**src/rtl/slot_demux_pkg.sv**
```systemverilog
// Shared types and default sizing for the slot demultiplexer.
//   state_e   : snapshot controller states
//   DEF_WIDTH : default bit width of one slot value
//   DEF_SLOTS : default slot count per frame
package slot_demux_pkg;

    localparam int unsigned DEF_WIDTH = 10;
    localparam int unsigned DEF_SLOTS = 32;

    typedef enum logic [1:0] {
        ST_IDLE = 2'd0,
        ST_ARM  = 2'd1,
        ST_CAPT = 2'd2
    } state_e;

endpackage

```
**src/rtl/slot_demux_if.sv**
```systemverilog
// Slot bus and snapshot handshake bundle for slot_demux.
//   cen, mixed, cnt     : clock enable, multiplexed slot value, global slot counter
//   snap_req/busy/ack   : snapshot request, pending/capturing flag, completion pulse
//   rd_slot, rd_data    : snapshot read address and registered read data
//   frame_valid         : every slot written since reset
//   chg_mask            : per-slot changed-since-last-snapshot flags
// master drives the inputs of the block, slave is the block itself.
interface slot_demux_if
    import slot_demux_pkg::*;
#(
    parameter int unsigned WIDTH = DEF_WIDTH,
    parameter int unsigned SLOTS = DEF_SLOTS
);
    localparam int unsigned CW = $clog2(SLOTS);

    logic             cen;
    logic [WIDTH-1:0] mixed;
    logic [CW-1:0]    cnt;
    logic             snap_req;
    logic             snap_busy;
    logic             snap_ack;
    logic [CW-1:0]    rd_slot;
    logic [WIDTH-1:0] rd_data;
    logic             frame_valid;
    logic [SLOTS-1:0] chg_mask;

    modport master (
        output cen, mixed, cnt, snap_req, rd_slot,
        input  snap_busy, snap_ack, rd_data, frame_valid, chg_mask
    );

    modport slave (
        input  cen, mixed, cnt, snap_req, rd_slot,
        output snap_busy, snap_ack, rd_data, frame_valid, chg_mask
    );

endinterface

```
**src/rtl/slot_demux_ram.sv**
```systemverilog
// Snapshot storage: DEPTH x WIDTH, one write port, one registered read port.
//   clk, rst : clock, synchronous active-high reset (read register only)
//   we_i, waddr_i, wdata_i : write port
//   raddr_i, rdata_o       : read address, read data one clk later
module slot_demux_ram #(
    parameter int unsigned WIDTH = 10,
    parameter int unsigned DEPTH = 32
) (
    input  logic                     clk,
    input  logic                     rst,
    input  logic                     we_i,
    input  logic [$clog2(DEPTH)-1:0] waddr_i,
    input  logic [WIDTH-1:0]         wdata_i,
    input  logic [$clog2(DEPTH)-1:0] raddr_i,
    output logic [WIDTH-1:0]         rdata_o
);

    logic [WIDTH-1:0] mem_q [DEPTH];
    logic [WIDTH-1:0] rdata_q;

    // Storage array carries no reset.
    always_ff @(posedge clk) begin
        if (we_i) begin
            mem_q[waddr_i] <= wdata_i;
        end
    end

    // Read register runs every clk, regardless of the slot clock enable.
    always_ff @(posedge clk) begin
        if (rst) begin
            rdata_q <= '0;
        end else begin
            rdata_q <= mem_q[raddr_i];
        end
    end

    assign rdata_o = rdata_q;

endmodule

```
**src/rtl/slot_demux.sv**
```systemverilog
// Demultiplexes a time-multiplexed slot stream into per-slot registers and
// captures whole-frame snapshots on request.
//   clk, rst : clock, synchronous active-high reset
//   bus      : slot_demux_if.slave (slot stream in, snapshot handshake/read out)
// Parameters: WIDTH slot width, SLOTS slots per frame (power of two),
//   STG pipeline stage of the sampled signal.
// Optional feature: define SLOT_DEMUX_CHG_EN to build per-slot change flags;
//   otherwise chg_mask is tied to zero.
module slot_demux
    import slot_demux_pkg::*;
#(
    parameter int unsigned WIDTH = DEF_WIDTH,
    parameter int unsigned SLOTS = DEF_SLOTS,
    parameter int unsigned STG   = 0
) (
    input  logic         clk,
    input  logic         rst,
    slot_demux_if.slave  bus
);

    localparam int unsigned CW      = $clog2(SLOTS);
    localparam int unsigned ADJ_OFS = (SLOTS + 1 - STG) % SLOTS;

    logic [CW-1:0]    adj_c;
    logic [WIDTH-1:0] live_q [SLOTS];
    logic [SLOTS-1:0] written_q;
    logic             frame_valid_q;
    state_e           state_q;
    logic             busy_q;
    logic             ack_q;
    logic             snap_we_c;
    logic [WIDTH-1:0] rd_data_w;

    // Slot the current sample belongs to; CW-bit truncation gives the wrap.
    assign adj_c = bus.cnt + CW'(ADJ_OFS);

    always_ff @(posedge clk) begin
        if (bus.cen) begin
            live_q[adj_c] <= bus.mixed;
        end
    end

    // frame_valid trails the last written bit by one clk and is sticky.
    always_ff @(posedge clk) begin
        if (rst) begin
            written_q     <= '0;
            frame_valid_q <= 1'b0;
        end else begin
            if (bus.cen) begin
                written_q[adj_c] <= 1'b1;
            end
            if (&written_q) begin
                frame_valid_q <= 1'b1;
            end
        end
    end

    // Snapshot controller: arm on request, capture one full frame starting at slot 0.
    always_ff @(posedge clk) begin
        if (rst) begin
            state_q <= ST_IDLE;
            busy_q  <= 1'b0;
            ack_q   <= 1'b0;
        end else begin
            ack_q <= 1'b0;
            if (bus.cen) begin
                case (state_q)
                    ST_IDLE: begin
                        if (bus.snap_req) begin
                            state_q <= ST_ARM;
                            busy_q  <= 1'b1;
                        end
                    end
                    ST_ARM: begin
                        if (adj_c == '0) begin
                            state_q <= ST_CAPT;
                        end
                    end
                    ST_CAPT: begin
                        if (adj_c == CW'(SLOTS - 1)) begin
                            state_q <= ST_IDLE;
                            busy_q  <= 1'b0;
                            ack_q   <= 1'b1;
                        end
                    end
                    default: begin
                        state_q <= ST_IDLE;
                        busy_q  <= 1'b0;
                    end
                endcase
            end
        end
    end

    // The ARM->CAPT cycle already holds slot 0, so it writes too.
    assign snap_we_c = bus.cen &&
                       (((state_q == ST_ARM) && (adj_c == '0)) || (state_q == ST_CAPT));

    slot_demux_ram #(
        .WIDTH (WIDTH),
        .DEPTH (SLOTS)
    ) u_ram (
        .clk     (clk),
        .rst     (rst),
        .we_i    (snap_we_c),
        .waddr_i (adj_c),
        .wdata_i (bus.mixed),
        .raddr_i (bus.rd_slot),
        .rdata_o (rd_data_w)
    );

`ifdef SLOT_DEMUX_CHG_EN
    logic [SLOTS-1:0] chg_q;
    logic [SLOTS-1:0] chg_set_c;

    // A slot with no prior write has nothing to compare against, so it never flags.
    always_comb begin
        chg_set_c = '0;
        if (bus.cen && written_q[adj_c] && (live_q[adj_c] != bus.mixed)) begin
            chg_set_c[adj_c] = 1'b1;
        end
    end

    // Clear on the ack cycle; a change landing in that same cycle survives.
    always_ff @(posedge clk) begin
        if (rst) begin
            chg_q <= '0;
        end else if (ack_q) begin
            chg_q <= chg_set_c;
        end else begin
            chg_q <= chg_q | chg_set_c;
        end
    end

    assign bus.chg_mask = chg_q;
`else
    logic [WIDTH-1:0] live_fold_unused;

    // Live array only feeds change detection; sink it here so it is not dead storage.
    always_comb begin
        live_fold_unused = '0;
        for (int unsigned i = 0; i < SLOTS; i++) begin
            live_fold_unused = live_fold_unused ^ live_q[CW'(i)];
        end
    end

    assign bus.chg_mask = '0;
`endif

    assign bus.snap_busy   = busy_q;
    assign bus.snap_ack    = ack_q;
    assign bus.rd_data     = rd_data_w;
    assign bus.frame_valid = frame_valid_q;

endmodule

```
**src/flat_wrapper.sv**
```systemverilog
// flat-port wrapper written by rule: the top's interface ports become plain ports
module slot_demux_flat import slot_demux_pkg::*;
#(
    parameter int unsigned WIDTH = DEF_WIDTH,
    parameter int unsigned SLOTS = DEF_SLOTS,
    parameter int unsigned STG   = 0
)
  (clk, rst, bus_cen, bus_mixed, bus_cnt, bus_snap_req, bus_rd_slot, bus_snap_busy, bus_snap_ack, bus_rd_data, bus_frame_valid, bus_chg_mask);
  slot_demux_if #(.WIDTH(WIDTH), .SLOTS(SLOTS)) bus_i ();
  input  logic clk;
  input  logic rst;
  input wire logic [$bits(bus_i.cen)-1:0] bus_cen;
  input wire logic [$bits(bus_i.mixed)-1:0] bus_mixed;
  input wire logic [$bits(bus_i.cnt)-1:0] bus_cnt;
  input wire logic [$bits(bus_i.snap_req)-1:0] bus_snap_req;
  input wire logic [$bits(bus_i.rd_slot)-1:0] bus_rd_slot;
  output wire logic [$bits(bus_i.snap_busy)-1:0] bus_snap_busy;
  output wire logic [$bits(bus_i.snap_ack)-1:0] bus_snap_ack;
  output wire logic [$bits(bus_i.rd_data)-1:0] bus_rd_data;
  output wire logic [$bits(bus_i.frame_valid)-1:0] bus_frame_valid;
  output wire logic [$bits(bus_i.chg_mask)-1:0] bus_chg_mask;
  assign bus_i.cen = bus_cen;
  assign bus_i.mixed = bus_mixed;
  assign bus_i.cnt = bus_cnt;
  assign bus_i.snap_req = bus_snap_req;
  assign bus_i.rd_slot = bus_rd_slot;
  assign bus_snap_busy = bus_i.snap_busy;
  assign bus_snap_ack = bus_i.snap_ack;
  assign bus_rd_data = bus_i.rd_data;
  assign bus_frame_valid = bus_i.frame_valid;
  assign bus_chg_mask = bus_i.chg_mask;
  slot_demux #(.WIDTH(WIDTH), .SLOTS(SLOTS), .STG(STG)) u_core (.clk(clk), .rst(rst), .bus(bus_i));
endmodule
```
**config.mk**
```make
export PLATFORM = sky130hd
export DESIGN_NAME = slot_demux_flat
export DESIGN_NICKNAME = d
export VERILOG_FILES = /design/src/rtl/slot_demux_pkg.sv /design/src/rtl/slot_demux_if.sv /design/src/rtl/slot_demux_ram.sv /design/src/rtl/slot_demux.sv /design/src/flat_wrapper.sv
export SDC_FILE = /design/constraint.sdc
export NUM_CORES = 1
export LEC_CHECK = 0
export BUFFER_PORTS_ARGS = -buffer_cell sky130_fd_sc_hd__buf_2
export CAP_MARGIN = 20
export CORE_ASPECT_RATIO = 0.6
export CORE_MARGIN = 5
export CORE_UTILIZATION = 45
export CTS_BUF_LIST = sky130_fd_sc_hd__clkbuf_4 sky130_fd_sc_hd__clkbuf_8
export CTS_CLUSTER_SIZE = 16
export DETAILED_ROUTE_END_ITERATION = 8
export SETUP_SLACK_MARGIN = 0.4
export SLEW_MARGIN = 30
export SYNTH_ARGS = -nofsm -noshare
export SYNTH_HDL_FRONTEND = slang
export SYNTH_SLANG_ARGS = --single-unit
```
**constraint.sdc**
```tcl
create_clock -name clk -period 3 [get_ports clk]
set_input_delay 0.45 -clock clk [delete_from_list [all_inputs] [get_ports clk]]
set_output_delay 0.45 -clock clk [all_outputs]
set_load 0.02 [all_outputs]
```
# --- After elaboration in Yosys (flattened, before gate mapping) ---
# Memories as Yosys holds them, arrays and structs flattened. A register that Yosys moved wholly into a read port is not among the register bits.
# Cells that the tools add are included.
classes:
  addsub: 1
  n_lt_le_gt_ge: 2
  eq_ne: 6
  muxes: 12
  n_bitwise: 4
  reduce_logical: 10
op_table:
  columns: ["cell", "n"]
  rows:
  - ["32-bit OR", 1]
  - ["32-bit AND reduction", 1]
  - ["4-bit AND reduction", 2]
  - ["5-bit by 6-bit < comparator with 1-bit output (second input constant)", 1]
  - ["1-bit two-way mux", 6]
  - ["2-bit two-way mux", 3]
  - ["2-bit case mux with 3 select lines", 1]
  - ["5-bit by 1-bit adder with 5-bit output (second input constant)", 1]
  - ["1-bit demux with 5-bit select", 1]
  - ["5-bit equality test (second input constant)", 1]
  - ["5-bit by 1-bit greater-or-equal comparator with 1-bit output (second input constant)", 1]
  - ["5-bit zero test", 1]
  - ["2-bit by 1-bit != test with 1-bit output (second input constant)", 2]
  - ["1-bit logical AND", 3]
  - ["1-bit NOT", 3]
  - ["1-bit case mux with 3 select lines", 1]
  - ["3-bit OR reduction", 1]
  - ["2-bit by 1-bit equality test with 1-bit output (second input constant)", 1]
  - ["2-bit equality test (second input constant)", 1]
  - ["2-bit zero test", 1]
  - ["2-bit != test (second input constant)", 1]
  - ["1-bit logical OR", 1]
totals:
  register_bits: 37
  ramBits: 320
  inputBits: 24
  out_inout_bits: 45
  elab_cells: 41
  memories: 1
mem_list:
  columns: ["name", "depth", "width", "read_ports", "rd_clocked_by_memory_dff", "write_ports", "line_no", "rtl"]
  rows:
  - ["u_core.u_ram.mem_q", 32, 10, 1, 1, 1, "slot_demux_ram.sv:18", "logic [WIDTH-1:0] mem_q [DEPTH];"]

# --- Longest topological paths before layout ---
# Gate-level depths: netlist of the first run.
logic_depth:
  depth_word: 7
  ltp_mapped: 8

# --- Hierarchy ---
# Synthesis of the first run repeated with hierarchy kept, for this count alone.
hier_totals:
  hier_cells: 803
  hier_area_um2: 14885.5
modules_own_cells:
  columns: ["mod", "n_inst", "cells_per_inst", "area_per_inst_um2", "seq_area_each_um2"]
  rows:
  - ["slot_demux_ram", 1, 578, 12871.1, 9809.4]
  - ["slot_demux", 1, 225, 2014.4, 740.7]

# --- Worst setup path after synthesis of the first run ---
# No wires, ideal clock.
synth_path:
  path_kind: "input-to-reg"
  start: "input port bus_cnt[0]"
  end: "memory u_core.u_ram.mem_q[15][0] (enable)"
  t_arrival_ps: 2056
  path_slack_ps: 554
  stages: 5
  cell_sequence: "buf_2 -> nand2_1 -> o31ai_2 -> nand2_1 -> nor3_1"
synth_via:
  elab_chain_len: 7
synth_rtl:
  columns: ["element", "line_no", "rtl"]
  rows:
  - ["start: declaration", "flat_wrapper.sv:14", "input wire logic [$bits(bus_i.cnt)-1:0] bus_cnt;"]
  - ["5-bit by 1-bit adder with 5-bit output *", "slot_demux.sv:35", "assign adj_c = bus.cnt + CW'(ADJ_OFS);"]
  - ["5-bit zero test", "slot_demux.sv:97", "(((state_q == ST_ARM) && (adj_c == '0)) || (state_q == ST_CAPT));"]
  - ["1-bit logical AND", "slot_demux.sv:97", null]
  - ["1-bit logical OR", "slot_demux.sv:97", null]
  - ["1-bit logical AND", "slot_demux.sv:96", "assign snap_we_c = bus.cen &&"]
  - ["1-bit two-way mux", "slot_demux_ram.sv:23", "if (we_i) begin"]
  - ["1-bit two-way mux (implied by the code)", "slot_demux_ram.sv:24", "mem_q[waddr_i] <= wdata_i;"]
  - ["end: declaration", "slot_demux_ram.sv:18", null]
# Every way passes the cells marked *; elsewhere a longest branch is shown, timed or not.

# --- Final worst setup path of the first run ---
layout_path:
  start: "register u_core.state_q[0]"
  end: "memory u_core.u_ram.mem_q[30][3] (enable)"
layout_via:
  elab_chain_len: 6
  word_cells_on_any_way: 7
  classes_between: "eq/ne (2); mux (2); reduce/logical (3)"
layout_rtl:
  columns: ["element", "line_no", "rtl"]
  rows:
  - ["start: declaration", "slot_demux.sv:28", "state_e state_q;"]
  - ["start signal: assignment", "slot_demux.sv:61", "state_q <= ST_IDLE;"]
  - ["start signal: assignment", "slot_demux.sv:70", "state_q <= ST_ARM;"]
  - ["start signal: assignment", "slot_demux.sv:76", "state_q <= ST_CAPT;"]
  - ["2-bit by 1-bit equality test with 1-bit output", "slot_demux.sv:97", null]
  - ["1-bit logical AND", "slot_demux.sv:97", null]
  - ["1-bit logical OR *", "slot_demux.sv:97", null]
  - ["1-bit logical AND *", "slot_demux.sv:96", null]
  - ["1-bit two-way mux *", "slot_demux_ram.sv:23", null]
  - ["1-bit two-way mux (implied by the code) *", "slot_demux_ram.sv:24", null]
# Marks and branches as above.

==> key figures, run 1 <==
Outcome
  – Result of the run: finished, final reports clean

Yosys
  – Register bit count reported by yosys: 367
  – Area fraction of the dominant cell type after synthesis: 66.26%
  – Number of enable-type register cells in the synthesized netlist: 320
  – Post-synthesis cell type with the largest combined area: sky130_fd_sc_hd__edfxtp_1
  – Register area share after synthesis: 72.75%
  – Number of instances in the synthesized netlist: 790
  – Proportion of synthesized flip-flops having asynchronous set or reset: 0%
  – Number of synthesis warnings: 0
  – Area of the mapped netlist: 0.01450 mm2
  – Top cells by area in the synthesized netlist: sky130_fd_sc_hd__edfxtp_1, sky130_fd_sc_hd__dfxtp_1, sky130_fd_sc_hd__mux4_2
  – Synth cell types: 44
  – Average instance area after synthesis: 18.36 um2
  – Top flip-flop cell by instance count after synthesis: sky130_fd_sc_hd__edfxtp_1

Route
  – Post-detailed-route count of antenna-violating nets: 0
  – Number of violations reported at the end of detailed-routing iteration 0: 931
  – Number of DRC violations after detailed routing: 0
  – Vias per cell: 5.725
  – WL final: 34.34 mm
  – Detailed-routing iteration count for the pre-antenna-repair pass: 6
  – Wire per inst: 25.42 um
  – Via count: 7734

Cells and area
  – Ratio of cells with drive above 1 in the final layout: 23.37%
  – Sequential cell area: 0.01055 mm2
  – Multi-input gate area: 0.003485 mm2
  – Filler Cells Inserted: 2523
  – Commonest non-fill, non-tap cell in the layout: sky130_fd_sc_hd__edfxtp_1
  – Cell Count, Final, Fillers Out: 1351
  – Post-layout net count: 916
  – Area grow syn2layout: 12.01%
  – Commonest cells after routing, fill and taps aside: sky130_fd_sc_hd__edfxtp_1, sky130_fd_sc_hd__nor2_1, sky130_fd_sc_hd__clkbuf_8

Die
  – Area inside the core boundary: 0.03147 mm2
  – Die Span X: 241.8 um
  – Full die area: 0.03603 mm2
  – Site Rows: 50
  – Height of the die: 149.1 um
  – Num ports: 69
  – Initial standard-cell utilization of the core: 46.08%

Setup path
  – Critical-path cell list: nand2b_1 -> o31ai_2 -> nand2_1 -> nor2_1 -> buf_4
  – Crit Reg-Reg Startpoint: u_core.state_q[0]$_SDFFE_PP0P_
  – Delay-heaviest family, CP: simple AND/OR/NAND/NOR gates
  – Setup slack on the worst flop-to-flop path: 0.82 ns
  – Category of the worst setup path capture point: register
  – Critical path data required time: 3.29 ns
  – Startpoint type of the worst setup path: register
  – Worst-path maximum fanout: 10
  – Endpoint of the worst register-to-register path: u_core.u_ram.mem_q[30][3]$_DFFE_PP_
  – Largest incremental delay on the critical path: 0.47 ns
  – R2r worst-path depth: 5
  – Crit path buf inv count: 1
  – Critical Path AT: 2.47 ns
  – Total number of cells along the worst setup path: 5
  – Kind of critical path: reg2reg
  – CP max stage cell: sky130_fd_sc_hd__dfxtp_1

GRT
  – Highest-utilization routing layer at the global route stage: met2
  – Vias in the first global route: 7792
  – Total overflow reported by the global router: 0
  – Met1 capacity usage during global routing: 27.76%
  – Largest net degree at the start of global routing: 48
  – Met3 Track Usage GR: 6.035%
  – Wire length of the first global-routing pass: 50.72 mm
  – Met2 track demand over resource: 27.91%
  – Number of antenna violations at the first check in global routing: 1
  – GRT Util Overall: 18.96%

Pwr
  – Portion of total power attributed to combinational logic: 5.8%
  – Leakage: 5.521 nW
  – Post-layout power: 9.949 mW
  – P_sw: 2.203 mW
  – Power share of the sequential group: 56.1%
  – P per Cell Area: 612.5 mW/mm2
  – Clock share of power: 38.2%
  – Peak supply drop: 0.3376 mV
  – Cell internal power dissipation: 7.746 mW
  – Switch share: 22.15%

Clocking
  – Count of hold buffers inserted by post-cts repair: 0
  – Post-cts gate resize count: 0
  – Count of H-tree levels built during CTS: 2
  – Clock net sink count: 367
  – Maximum clock insertion buffer count: 3
  – Clock transition at path regs: 0.07 ns
  – Inserted Clock Buffers: 51
  – CTS tree: built
  – Worst-Skew Late Latency: 0.59 ns
  – Library cell used as clock root buffer: sky130_fd_sc_hd__clkbuf_8
  – Post-CTS Setup Bufs: 0

STA
  – Final TNS setup: 0 ns
  – Setup violators final: 0
  – Max_slew headroom: 41.43%
  – Final count of hold timing violations: 0
  – Fin. max-slew vios: 0
  – Period utilisation layout: 72.79%
  – Max Clock Skew: 0.03063 ns
  – Highest clock rate: 457.9 MHz
  – Shortest period the worst path allows: 2.184 ns
  – Worst hold slack after final layout: 0.2205 ns
  – Worst-Margin Slew: 0.8785 ns
  – Unrepaired setup endpoints after global routing: no
  – Post-route setup slack: 0.8162 ns

Placed design
  – GP Congestion: 0.8318
  – Count of buffers from port buffering: 36
  – Post-place setup slack: 0.4397 ns
  – Placed instance count: 1255
  – Final HPWL DP: 22.53 mm

Worst hold path
  – Type of the most critical hold path: in2reg
  – Hold Path Sink: u_core.state_q[1]$_SDFFE_PP0P_
  – Depth of the worst hold-timing path: 3
  – Hold path startpoint: bus_cen

Job
  – Max Cap Violations: 0
[worst max-delay path by stage]
stage | to | start
global route | u_core.u_ram.mem_q[6][7]$_DFFE_PP_ | u_core.state_q[0]$_SDFFE_PP0P_
floorplan | u_core.u_ram.mem_q[15][0]$_DFFE_PP_ | bus_cnt[0]
detailed placement | u_core.u_ram.mem_q[30][5]$_DFFE_PP_ | bus_cnt[4]
finish | u_core.u_ram.mem_q[30][3]$_DFFE_PP_ | u_core.state_q[0]$_SDFFE_PP0P_
global placement | u_core.u_ram.rdata_o[5]$_SDFF_PP0_ | bus_rd_slot[1]
CTS | u_core.u_ram.mem_q[30][3]$_DFFE_PP_ | u_core.state_q[0]$_SDFFE_PP0P_
[cells by family after synthesis]
| family | synth area share, % |
|---|---|
| multiplexers | 14.45 |
| flip-flops | 72.75 |
| AO/OA/AOI/OAI | 4.694 |
| AND/OR/NAND/NOR | 4.055 |
| buffers and inverters | 4.021 |
| other | 0.02586 |
[layout make-up]
class | count | area share, %
Inverter | 6 | 0.1387
Antenna cell | 2 | 0.03081
Multi-Input combinational cell | 375 | 21.45
Timing Repair Buffer | 91 | 3.990
Clock inverter | 22 | 0.7857
Clock buffer | 72 | 5.446
Tap cell | 416 | 3.204
Sequential cell | 367 | 64.95
[routing by layer]
layer	wire length, um	vias up
met3	3238	51
met1	15290	4013
met5	0	-
li1	-	3338
met2	15300	332
met4	523	0
[synthesized netlist by cell type, types with 3 or more instances]
| library cell | number |
|---|---|
| sky130_fd_sc_hd__nand2_1 | 22 |
| sky130_fd_sc_hd__mux4_1 | 29 |
| sky130_fd_sc_hd__a21oi_1 | 34 |
| sky130_fd_sc_hd__clkbuf_1 | 12 |
| sky130_fd_sc_hd__nor2b_1 | 6 |
| sky130_fd_sc_hd__buf_12 | 4 |
| sky130_fd_sc_hd__nor2_1 | 70 |
| sky130_fd_sc_hd__dfxtp_1 | 47 |
| sky130_fd_sc_hd__mux4_2 | 41 |
| sky130_fd_sc_hd__a22oi_1 | 10 |
| sky130_fd_sc_hd__nor3_1 | 3 |
| sky130_fd_sc_hd__nand3_1 | 4 |
| sky130_fd_sc_hd__a221oi_1 | 8 |
| sky130_fd_sc_hd__nand4_1 | 9 |
| sky130_fd_sc_hd__nand2b_1 | 6 |
| sky130_fd_sc_hd__a221o_1 | 10 |
| sky130_fd_sc_hd__buf_1 | 3 |
| sky130_fd_sc_hd__o21ai_0 | 7 |
| sky130_fd_sc_hd__o21ai_1 | 4 |
| sky130_fd_sc_hd__buf_4 | 33 |
| sky130_fd_sc_hd__buf_2 | 9 |
| sky130_fd_sc_hd__mux2i_1 | 41 |
| sky130_fd_sc_hd__a31oi_1 | 18 |
| sky130_fd_sc_hd__buf_6 | 9 |
| sky130_fd_sc_hd__inv_1 | 6 |
| sky130_fd_sc_hd__edfxtp_1 | 320 |
[worst reg2reg max path, stage by stage, from the launching register on]
cell	delay, ns
sky130_fd_sc_hd__dfxtp_1	0.47
sky130_fd_sc_hd__nand2b_1	0.14
sky130_fd_sc_hd__o31ai_2	0.41
sky130_fd_sc_hd__nand2_1	0.41
sky130_fd_sc_hd__nor2_1	0.24
sky130_fd_sc_hd__buf_4	0.22
[metrics by stage]
stage / util (%) / instance area (um2)
2_1_floorplan: - / 14620
4_1_cts: 51.60 / 16240
3_5_place_dp: 48.39 / 15230
5_1_grt: 51.61 / 16240
6_report: 51.62 / 16240
3_3_place_gp: 48.39 / 15230
[flip-flops by register name, summed over array words and instances (netlist names)]
| signal | count |
|---|---|
| u_core.written_q | 32 |
| u_core.bus.snap_ack | 1 |
| u_core.u_ram.mem_q | 320 |
| u_core.bus.frame_valid | 1 |
| u_core.bus.snap_busy | 1 |
| u_core.state_q | 2 |
| u_core.u_ram.rdata_o | 10 |
[power by group through the flow]
stage          combinational (mW)  sequential [mW]  clock, mW
5_1_grt                     0.612             5.57       4.17
3_3_place_gp                0.563             5.69          0
6_report                    0.575             5.58       3.80
3_5_place_dp                0.572             5.69          0
2_1_floorplan               0.366             5.70          0
4_1_cts                     0.571             5.58       3.91
No activity file was read; power rests on OpenSTA's default activity.
==> inputs of run 2 (changes only) <==
Clock period 3 ns to 2.1 ns, I/O delays scaled along.
==> run 2 against run 1 <==
  * Design area increased by 8.1%
  * Highest routed layer unchanged
  * Via count is 1.9% higher
  * Non-clock buffer count grew 48
  * Utilization increased by 4.2 points
  * Critical endpoint is now u_core.u_ram.mem_q[18][0]$_DFFE_PP_
==> key figures, run 2 (synthesis gave the netlist of run 1 again) <==
Setup path
  – Critical-path cell list: nand2b_4 -> o31ai_4 -> buf_6 -> nand2_8 -> buf_6 -> nor2_4 -> buf_12 (was nand2b_1 -> o31ai_2 -> nand2_1 -> nor2_1 -> buf_4)
  – Largest incremental delay on the critical path: 0.34 ns (was 0.47 ns)
  – Critical path data required time: 2.42 ns (was 3.29 ns)
  – Kind of critical path: reg2reg (unchanged)
  – Crit path buf inv count: 3 (was 1)
  – Dominant cell type by count on the critical path: sky130_fd_sc_hd__buf_6
  – Critical Path AT: 2.06 ns (was 2.47 ns)
  – Startpoint type of the worst setup path: register (unchanged)
  – Worst-path maximum fanout: 5 (was 10)
  – Delay-heaviest family, CP: buffers and inverters (was simple AND/OR/NAND/NOR gates)
  – Category of the worst setup path capture point: register (unchanged)
  – CP max stage cell: sky130_fd_sc_hd__dfxtp_4 (was sky130_fd_sc_hd__dfxtp_1)

STA
  – Highest clock rate: 575.0 MHz (was 457.9 MHz)
  – Period utilisation layout: 82.82% (was 72.79%)
  – Worst-Margin Slew: 0.9327 ns (was 0.8785 ns)
  – Max_slew headroom: 37.69% (was 41.43%)
  – Final TNS setup: 0 ns (unchanged)
  – Setup violators final: 0 (unchanged)
  – Unrepaired setup endpoints after global routing: yes (was no)
  – Worst hold slack after final layout: 0.06345 ns (was 0.2205 ns)
  – Shortest period the worst path allows: 1.739 ns (was 2.184 ns)
  – Max Clock Skew: 0.02105 ns (was 0.03063 ns)
  – Fin. max-slew vios: 0 (unchanged)
  – Final count of hold timing violations: 0 (unchanged)

Placed design
  – GP Congestion: 0.8529 (was 0.8318)
  – Final HPWL DP: 22.91 mm (was 22.53 mm)
  – Placed instance count: 1277 (was 1255)
  – Count of buffers from port buffering: 36 (unchanged)

Worst hold path
  – Type of the most critical hold path: in2reg (unchanged)

Cells and area
  – Post-layout net count: 966 (was 916)
  – Filler Cells Inserted: 2406 (was 2523)
  – Post-Route Utilization: 55.78% (was 51.62%)
  – Area grow syn2layout: 21.04% (was 12.01%)
  – Register name with the most flops: u_core.u_ram.mem_q (unchanged)
  – Sequential cell area: 0.01056 mm2 (was 0.01055 mm2)
  – Commonest cells after routing, fill and taps aside: sky130_fd_sc_hd__edfxtp_1, sky130_fd_sc_hd__buf_4, sky130_fd_sc_hd__clkbuf_8 (was sky130_fd_sc_hd__edfxtp_1, sky130_fd_sc_hd__nor2_1, sky130_fd_sc_hd__clkbuf_8)
  – Flip-flop count of the largest register after layout: 320 (unchanged)
  – Multi-input gate area: 0.003882 mm2 (was 0.003485 mm2)
  – Cell Count, Final, Fillers Out: 1400 (was 1351)
  – Commonest non-fill, non-tap cell in the layout: sky130_fd_sc_hd__edfxtp_1 (unchanged)
  – Ratio of cells with drive above 1 in the final layout: 33.84% (was 23.37%)
  – # diodes: 0 (was 2)

Pwr
  – Peak supply drop: 0.5725 mV (was 0.3376 mV)
  – P per Cell Area: 836.4 mW/mm2 (was 612.5 mW/mm2)
  – Post-layout power: 14.68 mW (was 9.949 mW)
  – Leakage: 5.955 nW (was 5.521 nW)

GRT
  – Vias in the first global route: 8148 (was 7792)
  – Total overflow reported by the global router: 0 (unchanged)
  – Number of antenna violations at the first check in global routing: 0 (was 1)
  – Wire length of the first global-routing pass: 51.75 mm (was 50.72 mm)
  – GRT Util Overall: 19.22% (was 18.96%)
  – Largest net degree at the start of global routing: 38 (was 48)

Clocking
  – Clock net sink count: 367 (unchanged)
  – Worst-Skew Late Latency: 0.60 ns (was 0.59 ns)
  – Count of H-tree levels built during CTS: 2 (unchanged)
  – Library cell used as clock root buffer: sky130_fd_sc_hd__clkbuf_8 (unchanged)
  – CTS tree: built (unchanged)
  – Inserted Clock Buffers: 53 (was 51)
  – Clock transition at path regs: 0.07 ns (about the same)
  – Maximum clock insertion buffer count: 3 (unchanged)

Die
  – Initial standard-cell utilization of the core: 46.08% (unchanged)
  – Height of the die: 149.1 um (unchanged)
  – Die Span X: 241.8 um (unchanged)
  – Full die area: 0.03603 mm2 (unchanged)
  – Area inside the core boundary: 0.03147 mm2 (unchanged)
  – Site Rows: 50 (unchanged)
  – Num ports: 69 (unchanged)

Route
  – Highest routing layer actually used: met4 (unchanged)
  – Wire per inst: 24.97 um (was 25.42 um)
  – Met1 layer wirelength in the final routing: 16.35 mm (was 15.29 mm)
  – Detailed route wirelength on metal2: 15.44 mm (was 15.30 mm)
  – Wire length on met3: 2.753 mm (was 3.238 mm)
  – WL final: 34.96 mm (was 34.34 mm)
  – Vias per cell: 5.627 (was 5.725)
  – Post-detailed-route count of antenna-violating nets: 0 (unchanged)
  – Via count: 7878 (was 7734)
  – Detailed-routing iteration count for the pre-antenna-repair pass: 5 (was 6)
  – Number of violations reported at the end of detailed-routing iteration 0: 909 (was 931)
  – Number of DRC violations after detailed routing: 0 (unchanged)

Job
  – Max Cap Violations: 0 (unchanged)

Outcome
  – Result of the run: finished, final reports clean (unchanged)
==> run 2: changes by cell type in the layout (fill, tap and decap cells not counted), sizes merged <==
cell,delta
clkbuf,+7
clkinvlp,-1
clkinv,-5
buf,+48
inv,+2
diode,-2
==> run 2: layout make-up <==
class                   instances  share of cell area [%]
clock buffers                  79                   5.553
clock inverters                18                  0.6914
inverters                       6                  0.1283
multi-input cells             375                   22.12
flip-flops and latches        367                   60.13
well taps                     416                   2.965
repair buffers                139                   8.411
==> run 2: worst paths after layout <==
check | from | end | slack [ns] | cells after the start
min reg2reg | u_core.bus.frame_valid$_SDFFE_PP0P_ | u_core.bus.frame_valid$_SDFFE_PP0P_ | 0.47 | 2
max reg2reg | u_core.state_q[1]$_SDFFE_PP0P_ | u_core.u_ram.mem_q[18][0]$_DFFE_PP_ | 0.36 | 7
min | bus_cen | u_core.state_q[1]$_SDFFE_PP0P_ | 0.06 | 3
max | u_core.state_q[1]$_SDFFE_PP0P_ | u_core.u_ram.mem_q[18][0]$_DFFE_PP_ | 0.36 | 7
==> run 2: worst register-to-register path: stages, from the launching register on <==
cell	delay, ns
sky130_fd_sc_hd__dfxtp_4	0.34
sky130_fd_sc_hd__nand2b_4	0.14
sky130_fd_sc_hd__o31ai_4	0.23
sky130_fd_sc_hd__buf_6	0.16
sky130_fd_sc_hd__nand2_8	0.07
sky130_fd_sc_hd__buf_6	0.15
sky130_fd_sc_hd__nor2_4	0.19
sky130_fd_sc_hd__buf_12	0.16
==> run 2: what timing repair did <==
item,4_1_cts,5_1_grt
hold buffers,0,0
cloned,2,0
gates resized for setup,12,14
setup endpoints to repair,309,206
buffers inserted,22,2
pin swaps,12,2
==> run 2: stage by stage <==
stage,worst slack (ns),area [um2]
floorplan,0.2525,14950
global placement,-0.1345,15960
detailed placement,-0.1177,15960
CTS,0.3765,17460
global route,0.3067,17550
finish,0.3608,17550
==> run 2: layer usage <==
layer | vias up | GRT usage (%)
met3 | 34 | 4.907
met1 | 4085 | 29.23
met5 | - | 0
met4 | 0 | 3.991
met2 | 323 | 28.39
li1 | 3436 | -
==> run 2: power breakdown <==
group	internal [mW]	switching, mW
clock network	3.11	2.70
registers	7.95	0.0177
logic	0.330	0.580
